<file path="src/rtl/wallace_pkg.sv">
// Shared constants, stage control struct and tree-sizing helpers for wallace_mult_pipe.
package wallace_pkg;

  localparam int LATENCY = 4;
  localparam int TAG_MAX = 32;

  // Tags are carried zero-extended to TAG_MAX; the top slices back to its TAG_W.
  typedef struct packed {
    logic               valid;
    logic               clr;
    logic [TAG_MAX-1:0] tag;
  } stage_ctl_t;

  function automatic int rows_next(input int n);
    return 2 * (n / 3) + (n % 3);
  endfunction

  function automatic int rows_after(input int n, input int levels);
    int r;
    r = n;
    for (int i = 0; i < levels; i++) r = rows_next(r);
    return r;
  endfunction

  function automatic int levels_to3(input int n);
    int r;
    int l;
    r = n;
    l = 0;
    for (int i = 0; i < 16; i++) begin
      if (r > 3) begin
        r = rows_next(r);
        l++;
      end
    end
    return l;
  endfunction

  // Modified Baugh-Wooley constant: +2^W + 2^(2W-1), exact modulo 2^(2W).
  function automatic logic [63:0] bw_correction(input int width);
    logic [63:0] k;
    k = '0;
    k[width] = 1'b1;
    k[2*width-1] = 1'b1;
    return k;
  endfunction

endpackage

</file>
<file path="src/rtl/wallace_csa_row.sv">
// 3:2 carry-save row: bitwise sum plus majority carry shifted up one bit (top carry discarded).
module wallace_csa_row #(
  parameter int W = 32
) (
  input  logic [W-1:0] x,
  input  logic [W-1:0] y,
  input  logic [W-1:0] z,
  output logic [W-1:0] sum,
  output logic [W-1:0] carry
);

  logic [W-2:0] maj;

  assign sum   = x ^ y ^ z;
  assign maj   = (x[W-2:0] & y[W-2:0]) | (x[W-2:0] & z[W-2:0]) | (y[W-2:0] & z[W-2:0]);
  assign carry = {maj, 1'b0};

endmodule

</file>
<file path="src/rtl/wallace_mult_pipe.sv">
// Four-stage pipelined Wallace-tree multiplier, signed/unsigned per beat, valid/ready with tag.
// Define WALLACE_ACC_EN to turn the final stage into a wrapping accumulator.
module wallace_mult_pipe
  import wallace_pkg::*;
#(
  parameter int WIDTH = 16,
  parameter int TAG_W = 4
) (
  input  logic               clk,
  input  logic               rst,
  input  logic               in_valid,
  output logic               in_ready,
  input  logic [WIDTH-1:0]   in_a,
  input  logic [WIDTH-1:0]   in_b,
  input  logic               in_signed,
  input  logic [TAG_W-1:0]   in_tag,
  input  logic               acc_clr,
  output logic               out_valid,
  input  logic               out_ready,
  output logic [2*WIDTH-1:0] out_data,
  output logic [TAG_W-1:0]   out_tag
);

  localparam int P  = 2 * WIDTH;
  localparam int N0 = WIDTH + 1;
  localparam int N1 = rows_next(N0);
  localparam int L2 = levels_to3(N1);
  localparam logic [63:0]  BW_K64 = bw_correction(WIDTH);
  localparam logic [P-1:0] BW_K   = BW_K64[P-1:0];

  logic stall;
  logic adv;
  assign stall    = out_valid & ~out_ready;
  assign adv      = ~stall;
  assign in_ready = adv;

  stage_ctl_t s1_ctl_d, s1_ctl, s2_ctl, s3_ctl;

  always_comb begin
    s1_ctl_d = '0;
    s1_ctl_d.valid = in_valid;
    s1_ctl_d.clr = acc_clr;
    s1_ctl_d.tag[TAG_W-1:0] = in_tag;
  end

  // S1: partial products; cross terms with exactly one MSB operand bit are inverted in signed mode.
  logic [P-1:0] pp [N0];
  always_comb begin
    for (int i = 0; i < N0; i++) pp[i] = '0;
    for (int i = 0; i < WIDTH; i++)
      for (int j = 0; j < WIDTH; j++)
        pp[i][i+j] = (in_a[j] & in_b[i]) ^ (in_signed & ((i == WIDTH-1) != (j == WIDTH-1)));
    pp[N0-1] = in_signed ? BW_K : '0;
  end

  logic [P-1:0] s1_d    [N1];
  logic [P-1:0] s1_rows [N1];

  for (genvar g = 0; g < N0/3; g++) begin : g_l1
    wallace_csa_row #(.W(P)) u_csa (
      .x(pp[3*g]), .y(pp[3*g+1]), .z(pp[3*g+2]),
      .sum(s1_d[2*g]), .carry(s1_d[2*g+1])
    );
  end
  for (genvar k = 0; k < N0%3; k++) begin : g_l1_pass
    assign s1_d[2*(N0/3)+k] = pp[3*(N0/3)+k];
  end

  // S2: remaining tree levels, leaving exactly three rows.
  logic [P-1:0] s2_lvl  [L2+1][N1];
  logic [P-1:0] s2_rows [3];

  for (genvar r = 0; r < N1; r++) begin : g_l2_in
    assign s2_lvl[0][r] = s1_rows[r];
  end
  for (genvar l = 0; l < L2; l++) begin : g_l2
    localparam int C = rows_after(N1, l);
    localparam int G = C / 3;
    localparam int R = C % 3;
    for (genvar g = 0; g < G; g++) begin : g_csa
      wallace_csa_row #(.W(P)) u_csa (
        .x(s2_lvl[l][3*g]), .y(s2_lvl[l][3*g+1]), .z(s2_lvl[l][3*g+2]),
        .sum(s2_lvl[l+1][2*g]), .carry(s2_lvl[l+1][2*g+1])
      );
    end
    for (genvar k = 0; k < R; k++) begin : g_pass
      assign s2_lvl[l+1][2*G+k] = s2_lvl[l][3*G+k];
    end
    for (genvar z = 2*G+R; z < N1; z++) begin : g_zero
      assign s2_lvl[l+1][z] = '0;
    end
  end

  // S3: last 3:2 level.
  logic [P-1:0] s3_sum_d, s3_carry_d, s3_sum, s3_carry;

  wallace_csa_row #(.W(P)) u_csa_s3 (
    .x(s2_rows[0]), .y(s2_rows[1]), .z(s2_rows[2]),
    .sum(s3_sum_d), .carry(s3_carry_d)
  );

  // S4: optional accumulator fold, then Kogge-Stone carry-propagate add.
  logic [P-1:0] fa_x, fa_y, add_sum;

`ifdef WALLACE_ACC_EN
  logic [P-1:0] acc, addend;
  assign addend = s3_ctl.clr ? '0 : acc;
  wallace_csa_row #(.W(P)) u_csa_acc (
    .x(s3_sum), .y(s3_carry), .z(addend),
    .sum(fa_x), .carry(fa_y)
  );
`else
  assign fa_x = s3_sum;
  assign fa_y = s3_carry;
`endif

  always_comb begin
    logic [P-1:0] gk;
    logic [P-1:0] pk;
    gk = fa_x & fa_y;
    pk = fa_x ^ fa_y;
    for (int d = 1; d < P; d = d * 2) begin
      gk = gk | (pk & (gk << d));
      pk = pk & (pk << d);
    end
    add_sum = fa_x ^ fa_y ^ {gk[P-2:0], 1'b0};
  end

  always_ff @(posedge clk) begin
    if (rst) begin
      for (int r = 0; r < N1; r++) s1_rows[r] <= '0;
      for (int r = 0; r < 3; r++) s2_rows[r] <= '0;
      s1_ctl    <= '0;
      s2_ctl    <= '0;
      s3_ctl    <= '0;
      s3_sum    <= '0;
      s3_carry  <= '0;
      out_valid <= 1'b0;
      out_data  <= '0;
      out_tag   <= '0;
`ifdef WALLACE_ACC_EN
      acc       <= '0;
`endif
    end else if (adv) begin
      for (int r = 0; r < N1; r++) s1_rows[r] <= s1_d[r];
      for (int r = 0; r < 3; r++) s2_rows[r] <= s2_lvl[L2][r];
      s1_ctl    <= s1_ctl_d;
      s2_ctl    <= s1_ctl;
      s3_ctl    <= s2_ctl;
      s3_sum    <= s3_sum_d;
      s3_carry  <= s3_carry_d;
      out_valid <= s3_ctl.valid;
      if (s3_ctl.valid) begin
        out_data <= add_sum;
        out_tag  <= s3_ctl.tag[TAG_W-1:0];
`ifdef WALLACE_ACC_EN
        acc      <= add_sum;
`endif
      end
    end
  end

endmodule

</file>
<file path="config.mk">
export PLATFORM = sky130hd
export DESIGN_NAME = wallace_mult_pipe
export DESIGN_NICKNAME = d
export VERILOG_FILES = /design/src/rtl/wallace_pkg.sv /design/src/rtl/wallace_csa_row.sv /design/src/rtl/wallace_mult_pipe.sv
export SDC_FILE = /design/constraint.sdc
export NUM_CORES = 1
export LEC_CHECK = 0
export BUFFER_PORTS_ARGS = -buffer_cell sky130_fd_sc_hd__buf_4
export CAP_MARGIN = 5
export CORE_AREA = 2 2 204 206
export DETAILED_ROUTE_END_ITERATION = 7
export DIE_AREA = 0 0 206 208
export PLACE_DENSITY = 0.83
export SYNTH_ARGS = -nofsm -noshare
export SYNTH_HDL_FRONTEND = slang
export SYNTH_SLANG_ARGS = --single-unit
</file>
<file path="constraint.sdc">
create_clock -name clk -period 7.7 [get_ports clk]
set_input_delay 0.77 -clock clk [delete_from_list [all_inputs] [get_ports clk]]
set_output_delay 0.77 -clock clk [all_outputs]
set_load 0.01 [all_outputs]
</file>
==> reports/metrics.csv <==
stage,metric,value,unit
clocking,clkLatencyLatePin,0.54,ns
logic_synthesis,synthMostInstantiatedCell,edfxtp_1,
logic_synthesis,synth_cells,1979,
logic_synthesis,synth_area_per_cell,11.2,µm²
clocking,cts.path.max_buffers,3,
grt,grt_overflow,0,
floorplanning,core,40600,µm²
sta,rsz0062_at_grt,false,
detailed_routing,routed_wirelength,47100,µm
placement,globalplace.congestion,0.854,
logic_synthesis,yosysSeqAreaShare,45.4,%
power_and_ir_drop,leakagePower,11.3,nW
logic_synthesis,yosysTopAreaCellShare,35.5,%
detailed_routing,route.detailed.drc,0,
sta,fin_crit_sh,43.5,%
logic_synthesis,synthArstFlopShare,0,%
clocking,cts.repair.resized,0,
detailed_routing,wl_per_cell,18.5,µm
sta,fmax,0.298,GHz
clocking,cts_made_buffers,40,
logic_synthesis,synth-edff-count,261,
grt,grt.busiest_layer,met2,
placement,dp_hpwl,30700,µm
placement,placed_area,22900,µm²
grt,grt_util_met3,4.64,%
min_path,hp-class,flip-flop to flip-flop,
clocking,post_cts_buffers,0,
detailed_routing,drtPass1Iterations,5,
grt,grt_use_met1,29.3,%
grt,grt_max_degree,146,
setup_path,critPathLaunchType,flip-flop,
logic_synthesis,ys_seq_elements,370,
placement,port_buffers,78,
setup_path,crit_buf_inv,4,
logic_synthesis,ys_top_cells_by_count,"edfxtp_1 (261), nand2_1 (251), and3_1 (238)",
logic_synthesis,synth_area_leader_cell,edfxtp_1,
sta,setup_violations,0,
grt,grt_pass1_wl,76600,µm
floorplanning,die_width,206,µm
clocking,path_clk_slew,0.06,ns
setup_path,path_max_fanout,145,
grt,antenna_found_initial,2,
status,status,"complete, no violations",
detailed_routing,vias,14200,
setup_path,crit_chain,"nor2b_4, buf_4, inv_6, buf_4, buf_4, nand2_1, a21oi_1",
flow_run,maxCapViolations,0,
clocking,cts_tree,yes,
clocking,hold_buffers,0,
setup_path,worst-endpoint-required,8.16,ns
sta,maxSlewHeadroom,29.5,%
power_and_ir_drop,p_per_area,229,nW/µm²
clocking,htree_levels,2,
sta,worst_pin_slew,1.06,ns
setup_path,cp_slowest_cell,buf_4,
finish,fillers,3044,
logic_synthesis,syn-cell-area,22100,µm²
sta,fin_worst_skew,0.0131,ns
detailed_routing,via_per_inst,5.58,
floorplanning,die-area,42800,µm²
finish,design_area,24200,µm²
logic_synthesis,synthTopCellsByArea,"edfxtp_1 (36%), fa_1 (18%), dfxtp_1 (9.9%)",
floorplanning,io_pins,80,
setup_path,r2r_setup_slack,4.35,ns
setup_path,slowest_delay,0.89,ns
detailed_routing,ant_nets,0,
finish,drive_gt1_share,8.26,%
power_and_ir_drop,peakVddDrop,0.000145,V
logic_synthesis,syn_nets,2315,
logic_synthesis,yosys_warnings,0,
setup_path,path_class,flip-flop to flip-flop,
finish,area_growth,9.58,%
grt,grt_pass1_vias,14900,
clocking,numClockSinks,370,
grt,met2_usage,37.3,%
floorplanning,rows,74,
finish,nNetsFinal,2316,
sta,tns,0,ns
floorplanning,start_util,54.4,%
setup_path,cp_data_arrival_time,3.81,ns
grt,track_usage,22.5,%
setup_path,cp_common_cell,buf_4,
sta,fin_crit,3.35,ns
setup_path,end_kind,flip-flop,
setup_path,path_delay_family,buffers and inverters,
logic_synthesis,ys.flop_type,edfxtp_1,
clocking,cts-root-buf,clkbuf_16,
sta,finalMaxSlewViolations,0,
detailed_routing,drt-initial-drc-count,1394,
sta,final-hold-violation-count,0,
floorplanning,dieHeight,208,µm
logic_synthesis,ys_types,59,
==> metrics by stage <==
stage / setup WS [ns] / cells / utilization, % / power (mW) / hold WS (ns)
after floorplan: 0.221 / 1979 / - / 3.31 / 0.432
after detailed placement: 3.86 / 2470 / 56.5 / 3.65 / 0.443
final: 4.35 / 2543 / 59.6 / 5.54 / 0.451
after global placement: 3.94 / 2470 / 56.5 / 3.57 / 0.438
after global routing: 4.01 / 2542 / 59.6 / 5.84 / 0.466
after CTS: 4.31 / 2542 / 59.6 / 5.57 / 0.452
==> registers in the layout, indices dropped and copies added (netlist names) <==
name,flops
fa_y,25
s2_rows,74
out_tag,4
s2_ctl,5
s1_ctl,5
s3_ctl,5
out_valid,1
fa_x,32
s1_rows,187
out_data,32
==> power breakdown <==
group | internal, mW | leakage, nW | switching (mW)
sequential | 2.37 | 3.98 | 0.103
clock | 1.12 | 0.627 | 0.787
combinational | 0.489 | 6.65 | 0.668
==> placed cells by master (no fill, tap or decap), types with 22 or more instances in the layout <==
master,netlist,layout
a21oi_1,117,117
and2_1,221,221
edfxtp_1,261,261
xnor2_1,22,22
inv_1,177,175
buf_4,1,89
nor2_1,44,44
clkbuf_16,0,41
nand2_1,251,250
and3_1,238,238
fa_1,201,201
dfxtp_1,109,109
xor2_1,29,29
ha_1,93,93
==> final cells by class <==
class / count / area [µm²] / share of cell area, %
multi-input cells: 1302 / 10900 / 44.9
clock buffers: 49 / 1070 / 4.41
well taps: 532 / 666 / 2.75
inverters: 177 / 672 / 2.78
flip-flops and latches: 370 / 10000 / 41.4
clock inverters: 23 / 220 / 0.911
diodes: 1 / 2.50 / 0.0103
repair buffers: 89 / 668 / 2.76
==> worst min-delay path, stage by stage, from the launching register on <==
cell and delay (ns):
dfxtp_1 0.31, nand2_1 0.05, o21ai_1 0.05
==> routing by layer <==
layer  wire, µm  up-vias
met5         13        -
met4       1450        2
met3       3770      109
met2      23000      582
met1      18800     6976
li1           -     6533
==> path summary, 6_finish.rpt <==
path                                endpoint    startpoint  depth (start not counted)
worst max-delay path               s3_ctl[1]     out_valid                          7
worst min-delay path            out_data[29]  out_data[29]                          2
worst max register to register     s3_ctl[1]     out_valid                          7
worst min register to register  out_data[29]  out_data[29]                          2
==> kinds of logic (layout without fill, tap and decap cells) <==
logic type | after synthesis | count (layout) | share of synthesized area [%]
simple gates | 777 | 777 | 18.7
flops | 370 | 370 | 45.4
buf+inv | 307 | 338 | 5.42
fa+ha+maj | 294 | 294 | 23.5
compound gates | 178 | 178 | 4.82
xor+xnor | 51 | 51 | 2.02
mux | 2 | 2 | 0.113
other cells | 0 | 1 | 0
Power figures use the tool's default switching activity.
